$ cat config.mk
export PLATFORM = sky130hd
export DESIGN_NAME = xlatency_probe
export DESIGN_NICKNAME = d
export VERILOG_FILES = /design/src/rtl/xlatency_probe_pkg.sv /design/src/rtl/xlatency_probe.sv
export SDC_FILE = /design/constraint.sdc
export NUM_CORES = 1
export LEC_CHECK = 0
export BUFFER_PORTS_ARGS = -buffer_cell sky130_fd_sc_hd__buf_2
export CAP_MARGIN = 10
export CORE_ASPECT_RATIO = 1.25
export CORE_UTILIZATION = 30
export DETAILED_ROUTE_END_ITERATION = 10
export GPL_TIMING_DRIVEN = 0
export PLACE_DENSITY = 0.62
export SLEW_MARGIN = 20
export SYNTH_ARGS = -nofsm -noshare
export SYNTH_HDL_FRONTEND = slang
export SYNTH_SLANG_ARGS = --single-unit
$ cat constraint.sdc
create_clock -name clk -period 3.2 [get_ports clk]
set_input_delay 0.32 -clock clk [delete_from_list [all_inputs] [get_ports clk]]
set_output_delay 0.32 -clock clk [all_outputs]
set_load 0.01 [all_outputs]
$ cat src/rtl/xlatency_probe_pkg.sv
// rtl/xlatency_probe_pkg.sv - shared types and helpers for the latency probe
//
// Purpose : FSM state encoding, default marker token and the saturating
//           pad subtractor used by xlatency_probe. The encoding is kept here
//           so configuration/debug readback can decode the probe state.
// Ports   : none (package)
package xlatency_probe_pkg;

   typedef enum logic [1:0] {
      ST_IDLE = 2'd0,
      ST_SEND = 2'd1,
      ST_WAIT = 2'd2,
      ST_DONE = 2'd3
   } state_e;

   localparam logic [31:0] XLP_MARKER_DEFAULT = 32'hA5A5_5A5A;

   // Padding still needed to reach the target; never wraps below zero.
   function automatic logic [31:0] pad_calc(input logic [31:0] target,
                                            input logic [31:0] lat);
      return (target > lat) ? (target - lat) : 32'd0;
   endfunction

endpackage

$ cat src/rtl/xlatency_probe.sv
// rtl/xlatency_probe.sv - datapath latency probe for delay-unit alignment
//
// Purpose : Injects a one-cycle marker word at the input of a path under
//           test, counts cycles until it reappears at the path output and
//           reports the latency plus the padding needed to reach target_lat.
// Ports   : clk        - clock
//           rst        - asynchronous active-high reset
//           run        - start pulse (honoured in IDLE and DONE only)
//           done       - high when idle or result valid
//           probe_out  - drives the path input (marker for one cycle)
//           probe_in   - observes the path output
//           target_lat - desired total alignment latency
//           latency    - measured latency, saturated at MAX_LAT
//           pad        - target_lat - latency, clamped at 0
//           timeout    - marker not seen within MAX_LAT cycles
module xlatency_probe
   import xlatency_probe_pkg::*;
#(
   parameter int          DATA_W  = 32,
   parameter int          MAX_LAT = 64,
   parameter logic [31:0] MARKER  = XLP_MARKER_DEFAULT,
   parameter int          CNT_W   = $clog2(MAX_LAT + 1)
) (
   input  logic              clk,
   input  logic              rst,
   input  logic              run,
   output logic              done,
   output logic [DATA_W-1:0] probe_out,
   input  logic [DATA_W-1:0] probe_in,
   input  logic [CNT_W-1:0]  target_lat,
   output logic [CNT_W-1:0]  latency,
   output logic [CNT_W-1:0]  pad,
   output logic              timeout
);

   localparam logic [DATA_W-1:0] MARKER_W = MARKER[DATA_W-1:0];
   localparam logic [CNT_W-1:0]  MAX_CNT  = CNT_W'(MAX_LAT);

   state_e              state_q;
   logic [CNT_W-1:0]    cnt_q;
   logic                done_q;
   logic [DATA_W-1:0]   probe_q;
   logic [CNT_W-1:0]    lat_q;
   logic [CNT_W-1:0]    pad_q;
   logic                timeout_q;

   logic                hit_d;
   logic [CNT_W-1:0]    lat_d;
   logic [CNT_W-1:0]    pad_d;

   // Latency candidate for this cycle: SEND is count 0, WAIT uses the count,
   // and a no-match WAIT at MAX_LAT is exactly MAX_LAT as well.
   always_comb begin
      hit_d = (probe_in == MARKER_W);
      lat_d = (state_q == ST_SEND) ? '0 : cnt_q;
      pad_d = CNT_W'(pad_calc(32'(target_lat), 32'(lat_d)));
   end

   always_ff @(posedge clk or posedge rst) begin
      if (rst) begin
         state_q   <= ST_IDLE;
         cnt_q     <= '0;
         done_q    <= 1'b1;
         probe_q   <= '0;
         lat_q     <= '0;
         pad_q     <= '0;
         timeout_q <= 1'b0;
      end else begin
         case (state_q)
            ST_IDLE, ST_DONE: begin
               if (run) begin
                  // Previous result stays visible until the new capture.
                  state_q <= ST_SEND;
                  cnt_q   <= '0;
                  done_q  <= 1'b0;
                  probe_q <= MARKER_W;
               end
            end
            ST_SEND: begin
               probe_q <= '0;
               if (hit_d) begin
                  state_q   <= ST_DONE;
                  done_q    <= 1'b1;
                  lat_q     <= lat_d;
                  pad_q     <= pad_d;
                  timeout_q <= 1'b0;
               end else begin
                  state_q <= ST_WAIT;
                  cnt_q   <= CNT_W'(1);
               end
            end
            ST_WAIT: begin
               // A match on the final cycle still counts as success.
               if (hit_d) begin
                  state_q   <= ST_DONE;
                  done_q    <= 1'b1;
                  lat_q     <= lat_d;
                  pad_q     <= pad_d;
                  timeout_q <= 1'b0;
               end else if (cnt_q == MAX_CNT) begin
                  state_q   <= ST_DONE;
                  done_q    <= 1'b1;
                  lat_q     <= MAX_CNT;
                  pad_q     <= pad_d;
                  timeout_q <= 1'b1;
               end else begin
                  cnt_q <= cnt_q + CNT_W'(1);
               end
            end
            default: begin
               state_q <= ST_IDLE;
               done_q  <= 1'b1;
               probe_q <= '0;
            end
         endcase
      end
   end

   assign done      = done_q;
   assign probe_out = probe_q;
   assign latency   = lat_q;
   assign pad       = pad_q;
   assign timeout   = timeout_q;

endmodule

; Yosys cells after proc, flatten, opt, wreduce, memory -nomap -nowiden
; Index checks and enable logic that the tools add are counted.
[op_classes]
addsub = 2
order_cmp = 1
eq_ne = 11
muxes = 30
reduce_logical = 9
[op_table]
columns = cell, count
row1 = $mux 7, 12
row2 = $pmux 32 s2, 1
row3 = $eq 32x32->1 const B, 1
row4 = $mux 32, 1
row5 = $pmux 7 s2, 2
row6 = $pmux 7 s3, 1
row7 = $ne 2x2->1 const B, 5
row8 = $add 7x1->7 const B, 1
row9 = $eq 7x7->1 const B, 1
row10 = $gt 7x7->1, 1
row11 = $mux 1, 7
row12 = $sub 7x7->7, 1
row13 = $mux 2, 3
row14 = $pmux 2 s3, 1
row15 = $reduce_and 3->1, 2
row16 = $eq 2x2->1 const B, 2
row17 = $reduce_and 2->1, 2
row18 = $reduce_and 4->1, 1
row19 = $reduce_bool 2->1, 2
row20 = $ne 3x3->1 const B, 1
row21 = $pmux 1 s3, 1
row22 = $eq 2x1->1 const B, 1
row23 = $logic_not 2->1, 1
row24 = $pmux 1 s2, 1
row25 = $reduce_or 2->1, 1
[word_totals]
reg_bits = 57
inputBits = 42
out_inout_bits = 48
word_cells = 60

; Longest topological paths before layout
; Gate-level depths: netlist (run 1).
[logic_depth]
word_depth = 7
depth_mapped = 11
ltp_nobuf = 11

; Worst setup path after synthesis (run 1)
; Ideal clock, no wire load.
[synth_timing]
kind = reg-to-reg
start = register state_q[1]
end = register pad_q[4] (netlist: pad[4])
setup_ns = 0.127
t_arrival_ns = 2.261
required_ns = 3.073
slack_ns = 0.812
stages_incl_launch_ff = 11
n_path_buf = 0
synth_period_minus_slack_ns = 2.388
cell_sequence = dfrtp_1 > inv_1 > ha_1 > inv_1 > nand2_1 > ha_1 > a21o_1 > a21o_1 > or3_1 > and3_1 > mux2_1
[synth_between]
elab_chain_cells = 7
[synth_lines]
columns = item, line_no
row1 = from (decl), xlatency_probe.sv:39  ; state_e state_q;
row2 = from (signal assigned), xlatency_probe.sv:61  ; state_q <= ST_IDLE;
row3 = from (signal assigned), xlatency_probe.sv:73  ; state_q <= ST_SEND;
row4 = from (signal assigned), xlatency_probe.sv:82  ; state_q <= ST_DONE;
row5 = $eq 2x1->1, "xlatency_probe.sv:55, xlatency_probe.sv:69"
row6 = $mux 7, xlatency_probe.sv:55  ; lat_d = (state_q == ST_SEND) ? '0 : cnt_q;
row7 = $sub 7x7->7 or $gt 7x7->1 (tied branches), xlatency_probe_pkg.sv:21  ; return (target > lat) ? (target - lat) : 32'd0;
row8 = $mux 7, xlatency_probe_pkg.sv:21
row9 = $mux 7, xlatency_probe.sv:100  ; end else if (cnt_q == MAX_CNT) begin
row10 = $mux 7, xlatency_probe.sv:94  ; if (hit_d) begin
row11 = $pmux 7 s2, xlatency_probe.sv:69  ; case (state_q)
row12 = to (signal assigned), xlatency_probe.sv:85  ; pad_q <= pad_d;
row13 = to (signal assigned), xlatency_probe.sv:98  ; pad_q <= pad_d;
row14 = to (signal assigned), xlatency_probe.sv:104  ; pad_q <= pad_d;
row15 = to (decl), xlatency_probe.sv:44  ; logic [CNT_W-1:0] pad_q;
; Parallel ways exist; a longest one is shown, timed or not. The select of a mux whose other input is x is not followed.
; A chain may end at the register's enable or synchronous reset.

; Worst setup path in the final report (run 1)
[layout_timing]
start = register state_q[1]
end = register pad_q[6] (netlist: pad[6])
; The elaborated chain is that of the path after synthesis.

==> impl_metrics.toml, run 1 <==
[grt]
met3_usage_pct = 1.84
gr-usage-met1_pct = 15.6
overflow = 0
grt_busiest_layer = "met2"
grt_util_all_layers_pct = 13.9
antenna_found_initial = 0
grt_max_degree = 27
grt_pass1_vias = 1684
grt_pass1_wl_um = 7980
grt_use_met2_pct = 27.1

[die]
fp.dieW_um = 76.1
ios = 90
rows = 33
core_um2 = 6610
die_h_um = 94.6
die_area_um2 = 7200
start_util_pct = 31.2

[logic_synthesis]
synth_edf_count = 0
async_flop_share_pct = 100
synth.top_cell.area_share_pct = 30.4
ys_warn_count = 0
netlist_instances = 212
syn_area_per_cell_um2 = 9.71
synth_ff_type = "dfrtp_1"
synth-seq-cells = 26
syn_area_um2 = 2060
synth.distinct_cells = 54
synth_seq_area_share_pct = 31.7
synthTopCellsByArea = "dfrtp_1 30%, buf_4 12%, ha_1 7.3%"
yosys.area.top_type = "dfrtp_1"

[min_path]
hold_path.class = "in -> async"

[timing]
max_freq_mhz = 369
whs_ns = 0.0985
slew_headroom_pct = 57.4
fin_skew_ns = 0.00528
tightest_slew_ns = 0.638
timing.final.max_slew_violations = 0
rsz0062_at_grt = "no"
setup_violations = 0
finalCritPeriodShare_pct = 84.7
final.setup.worst_slack_ns = 0.490
hold_viol = 0
tns_ns = 0
min_period_ns = 2.71

[status]
outcome = "finished clean"

[final_layout]
final_cell_mix = "75 x buf_2, 33 x buf_4, 25 x dfrtp_1"
nNetsFinal = 360
drive_gt1_share_pct = 42.4
area_growth_pct = 28.5
antenna_cells = 0
mostFrequentLayoutCell = "buf_2"
fill_cells = 680

[power]
p_per_area_nw_per_um2 = 755
p_leak_nw = 1.40
power_mw = 2.00
clkPwrFrac_pct = 10.8
seq_power_share_pct = 24.9
power.switching_mw = 0.868
intPower_mw = 1.13
switching_share_pct = 43.5
combPwrFrac_pct = 64.3
max-vdd-ir-drop_mv = 0.280

[placed_design]
place_ws_ns = 0.526
hpwl_um = 3830
gp_congestion = 0.842
port_buffers = 73

[cts]
cts_buffer_depth = 2
cts_tree = "done"
clkSlewWorstSetupHoldPaths_ns = 0.09
post_cts_resized = 0
cts_buffers = 3
cts-hold-fix-buffers = 0
insertion_delay_ns = 0.27
cts_setup_buffers = 0
clockRootBuffer = "clkbuf_8"
cts_sinks = 26
h-tree-depth = 1

[setup_path]
worstPathRequired_ns = 3.36
crit_fanout = 7
cp.arrival_ns = 2.87
endpoint_kind = "flip-flop"
critPathKind = "reg -> reg"
startpoint_type = "flip-flop"

[detailed_routing]
via_count = 1842
drtIter0Drc = 68
wl_per_cell_um = 12.2
drc = 0
via_per_inst = 4.71
wirelength_um = 4780
ant_nets = 0
drtPass1Iterations = 4

[flow_run]
max_cap_violations = 0
## routing by layer
layer  share of wire [%]  routed length, um
met2                  53               2530
met5                   0                  0
met4                0.80                 38
met3                 5.1                246
met1                  41               1960
## registers in the layout, summed over array words and instances, names as in the netlist
signal / flops
cnt_q: 7
latency: 7
pad: 7
state_q: 2
done: 1
probe_out: 1
timeout: 1
## Yosys cell counts (3+ instances only)
cell type and instances:
o41ai_2 4, a21o_1 3, nor2_1 5, o21ai_0 9, a21oi_1 10, mux2_1 4, nand2_1 15, ha_1 12
and3_1 3, nor3_1 3, buf_4 33, nor2b_1 5, dfrtp_1 25, o21a_1 5, a31oi_1 5, a22o_1 5
nand3_1 3, inv_1 14, and4bb_1 6
## area by class of cell
cell class	count	area, um^2	share of cell area, %
multi-input cells	147	1120	42.3
clock buffers	4	55.1	2.08
flip-flops and latches	26	652	24.7
repair buffers	73	365	13.8
inverters	14	52.6	1.99
well taps	87	109	4.12
plain buffers	40	293	11.1
## final timing paths
| kind | startpoint | end | slack [ns] | depth (start not counted) |
|---|---|---|---|---|
| max reg2reg | state_q[1] | pad[6] | 0.49 | 11 |
| min | rst | cnt_q[1] | 0.1 | 2 |
| max in group asynchronous | rst | done | 2.73 | 2 |
| min in group clk | run | done | 0.35 | 3 |
| max | state_q[1] | pad[6] | 0.49 | 11 |
| min reg2reg | done | done | 0.48 | 2 |
## critical path: stages, from the launching register on
cell	delay (ns)
dfrtp_1	0.41
inv_1	0.07
ha_1	0.28
inv_1	0.19
nand2_1	0.15
inv_1	0.08
fa_1	0.41
nor2b_1	0.26
o31a_1	0.19
o21a_1	0.15
nor3_1	0.08
o41ai_4	0.34
## per-stage QoR
stage / instances / cell area [um^2] / util [%]
2_1_floorplan: 227 / 2110 / -
3_3_place_gp: 387 / 2590 / 39.2
3_5_place_dp: 387 / 2590 / 39.2
4_1_cts: 391 / 2640 / 40.0
5_1_grt: 391 / 2640 / 40.0
6_report: 391 / 2640 / 40.0
## power by group through the flow
stage / logic, mW / clock network [mW] / registers [mW]
final: 1.28 / 0.216 / 0.497
after CTS: 1.29 / 0.223 / 0.498
after global routing: 1.41 / 0.235 / 0.511
after detailed placement: 1.29 / 0 / 0.503
after floorplan: 0.904 / 0 / 0.519
after global placement: 1.27 / 0 / 0.499
## cell families after synthesis
kind of cell,after synthesis,share of synthesized area [%]
AOI/OAI and AO/OA,58,22.6
and+or+nand+nor,54,17.3
buffers and inverters,54,16.8
other,1,0.182
DFF,26,31.7
muxes,6,3.16
adders and majority gates,13,8.27
Power figures use the tool's default switching activity.
==> inputs of run 2 (changes only) <==
==> constraint.sdc (replaced) <==
create_clock -name clk -period 2.8 [get_ports clk]
set_input_delay 0.28 -clock clk [delete_from_list [all_inputs] [get_ports clk]]
set_output_delay 0.28 -clock clk [all_outputs]
set_load 0.01 [all_outputs]
==> impl_metrics.toml, run 2 (same netlist as run 1, synthesis figures left out) <==
[status]
outcome = "finished clean"

[cts]
cts_buffer_depth = 2
clockRootBuffer = "clkbuf_8"
h-tree-depth = 1
cts_buffers = 3
clkSlewWorstSetupHoldPaths_ns = 0.09
insertion_delay_ns = 0.27
cts_tree = "done"
cts_setup_buffers = 0
cts_sinks = 26

[final_layout]
area_growth_pct = 28.7
drive_gt1_share_pct = 43.4
nNetsFinal = 360
mostFrequentLayoutCell = "buf_2"
antenna_cells = 0
final_cell_mix = "75 x buf_2, 33 x buf_4, 25 x dfrtp_1"

[grt]
grt_pass1_wl_um = 7980
overflow = 0
antenna_found_initial = 0
grt_util_all_layers_pct = 13.9
grt_pass1_vias = 1684
grt_max_degree = 27

[detailed_routing]
wirelength_um = 4790
wl_per_cell_um = 12.3
drtPass1Iterations = 4
via_count = 1852
drc = 0
drtIter0Drc = 73
ant_nets = 0
via_per_inst = 4.74

[timing]
tns_ns = 0
rsz0062_at_grt = "no"
max_freq_mhz = 393
finalCritPeriodShare_pct = 90.9
setup_violations = 0
slew_headroom_pct = 57.3
timing.final.max_slew_violations = 0
tightest_slew_ns = 0.639
min_period_ns = 2.54
fin_skew_ns = 0.00532
hold_viol = 0

[placed_design]
gp_congestion = 0.842
port_buffers = 73
hpwl_um = 3830

[setup_path]
crit_top_cell = "o21a_1"
critPathBufInv = 2
endpoint_kind = "flip-flop"
worstPathRequired_ns = 2.96
cp_top_family = "compound AO/OA/AOI/OAI gates"
cp.arrival_ns = 2.71
crit_path_cell_trace = "inv_1 > ha_2 > inv_2 > nand2_1 > ha_1 > nor2b_2 > o31a_1 > o21a_1 > o21a_1 > o41ai_4"
critPathMaxStageDelay_ns = 0.38
startpoint_type = "flip-flop"
cpMaxStageDelayCell = "dfrtp_1"
reg2reg_depth = 10
critPathKind = "reg -> reg"
crit_fanout = 7
path_depth = 10

[die]
die_area_um2 = 7200
rows = 33
ios = 90
start_util_pct = 31.2
fp.dieW_um = 76.1
core_um2 = 6610
die_h_um = 94.6

[power]
power_mw = 2.29
p_per_area_nw_per_um2 = 864
p_leak_nw = 1.40
max-vdd-ir-drop_mv = 0.330

[flow_run]
max_cap_violations = 0

[min_path]
hold_path.class = "in -> async"
run 2: cell counts in the layout (fill, tap and decap cells not counted):
Identical to the previous run, type by type.
run 2: path summary, 6_finish.rpt:
kind,from,to,slack [ns]
worst min register to register,done,done,0.48
worst max register to register,state_q[1],pad[6],0.26
max in group asynchronous,rst,state_q[1],2.36
worst max-delay path,state_q[1],pad[6],0.26
worst min-delay path,rst,pad[0],0.06
min in group clk,run,done,0.31
run 2: area by class of cell:
| class | instances | area [um^2] |
|---|---|---|
| plain buffers | 40 | 293 |
| clock buffers | 4 | 55.1 |
| fillers | 682 | 3960 |
| inverters | 14 | 52.6 |
| multi-input cells | 147 | 1120 |
| flip-flops and latches | 26 | 652 |
| well taps | 87 | 109 |
| repair buffers | 73 | 365 |
run 2: routing by layer:
layer / track usage [%] / part of all wire [%]
met5: 0 / 0
met4: 4.81 / 0.79
met3: 1.84 / 4.9
met2: 27.1 / 53
met1: 15.6 / 42
run 2: power by group:
group	internal [mW]	switching [mW]	leakage, nW	total, mW
clock network	0.126	0.120	0.0288	0.246
logic	0.685	0.788	1.03	1.47
registers	0.482	0.0870	0.337	0.569
total	1.29	0.996	1.40	2.29
run 2: through the flow:
stage / setup WS (ns) / hold WS, ns / utilization [%] / instances / instance area (um^2)
after floorplan: 0.412 / 0.319 / - / 227 / 2110
after global placement: 0.142 / 0.459 / 39.2 / 387 / 2590
after detailed placement: 0.126 / 0.468 / 39.2 / 387 / 2590
after CTS: 0.0588 / 0.285 / 40.0 / 391 / 2640
after global routing: 0.0931 / 0.0944 / 40.1 / 391 / 2650
final: 0.256 / 0.0588 / 40.1 / 391 / 2650
run 2: what timing repair did:
item                       in CTS  in global routing
resized for setup               0                  3
setup endpoints to repair       0                  2
hold buffers                    0                  0
==> inputs of run 3 (changes only) <==
--- a/config.mk
+++ b/config.mk
@@ -12,6 +12,7 @@
 export DETAILED_ROUTE_END_ITERATION = 10
 export GPL_TIMING_DRIVEN = 0
 export PLACE_DENSITY = 0.62
+export RECOVER_POWER = 25
 export SLEW_MARGIN = 20
 export SYNTH_ARGS = -nofsm -noshare
 export SYNTH_HDL_FRONTEND = slang
==> impl_metrics.toml, run 3 (same netlist as run 1, synthesis figures left out) <==
[power]
max-vdd-ir-drop_mv = 0.330
p_leak_nw = 1.40
p_per_area_nw_per_um2 = 864

[timing]
rsz0062_at_grt = "no"
timing.final.max_slew_violations = 0
slew_headroom_pct = 30.8
tns_ns = 0
max_freq_mhz = 393
fin_skew_ns = 0.00537
final.setup.worst_slack_ns = 0.256
min_period_ns = 2.54
tightest_slew_ns = 1.04
finalCritPeriodShare_pct = 90.9
setup_violations = 0
hold_viol = 0

[final_layout]
antenna_cells = 0
stdcell_count = 391
final_area_um2 = 2650
drive_gt1_share_pct = 43.1
post-route-util_pct = 40.1
nNetsFinal = 360
final_cell_mix = "75 x buf_2, 33 x buf_4, 25 x dfrtp_1"
area_growth_pct = 28.7
mostFrequentLayoutCell = "buf_2"

[placed_design]
dp_cells = 387
gp_congestion = 0.842
hpwl_um = 3830
placed_cell_area_um2 = 2590
port_buffers = 73
place_ws_ns = 0.126

[status]
outcome = "finished clean"

[cts]
h-tree-depth = 1
clockRootBuffer = "clkbuf_8"
cts_setup_buffers = 0
cts-hold-fix-buffers = 0
cts_tree = "done"
clkSlewWorstSetupHoldPaths_ns = 0.09
insertion_delay_ns = 0.27
cts_sinks = 26
cts_buffer_depth = 2
post_cts_resized = 0
cts_buffers = 3

[setup_path]
endpoint_kind = "flip-flop"
startpoint_type = "flip-flop"
critPathKind = "reg -> reg"
crit_fanout = 7
worstPathRequired_ns = 2.96
cp.arrival_ns = 2.71

[detailed_routing]
wirelength_um = 4790
wl_per_cell_um = 12.3
via_count = 1845
drc = 0
drtIter0Drc = 73
drtPass1Iterations = 4
via_per_inst = 4.72
ant_nets = 0

[die]
start_util_pct = 31.2
die_area_um2 = 7200
rows = 33
ios = 90
core_um2 = 6610
die_h_um = 94.6
fp.dieW_um = 76.1

[grt]
grt_pass1_wl_um = 7980
grt_max_degree = 27
grt_pass1_vias = 1684
antenna_found_initial = 0
grt_util_all_layers_pct = 13.9
overflow = 0

[flow_run]
max_cap_violations = 0

[min_path]
hold_path.class = "in -> async"
run 3: changes by cell type in the layout (fill, tap and decap cells not counted):
cell	change
inv_1	+1
inv_2	-1
run 3: final timing paths:
check	depth (start not counted)	slack [ns]	start	to
worst max-delay path	10	0.26	state_q[1]	pad[6]
worst min-delay path	2	0.25	rst	cnt_q[1]
worst max register to register	10	0.26	state_q[1]	pad[6]
worst min register to register	2	0.48	done	done
max in group asynchronous	2	1.93	rst	state_q[1]
min in group clk	3	0.31	run	done
run 3: area by class of cell:
cell class / instances / area, um^2
buffer: 40 / 293
tap: 87 / 109
multi-input combinational: 147 / 1120
sequential: 26 / 652
timing repair buffer: 73 / 365
inverter: 14 / 52.6
fill: 682 / 3960
clock buffer: 4 / 55.1
run 3: where the power goes:
part	total (mW)	internal, mW	switching [mW]
sequential	0.568	0.482	0.0869
clock	0.246	0.126	0.120
combinational	1.47	0.685	0.788
run 3: worst max-delay path, stage by stage (launching register included):
cell	delay [ns]
dfrtp_1	0.38
inv_1	0.06
ha_2	0.22
inv_2	0.13
nand2_1	0.09
ha_1	0.34
nor2b_2	0.20
o31a_1	0.26
o21a_1	0.20
o21a_1	0.20
o41ai_4	0.36
run 3: metal layers:
layer	track usage [%]	vias to the layer above	share of wire, %
met4	4.81	0	0.79
met2	27.1	66	53
met1	15.6	871	42
met3	1.84	2	5.0
li1	-	906	-
met5	0	-	0
run 3: through the flow:
stage               power, mW  hold slack [ns]
floorplan                1.63            0.319
global placement         2.02            0.459
detailed placement       2.05            0.468
CTS                      2.30            0.285
global route             2.48            0.318
finish                   2.29            0.250
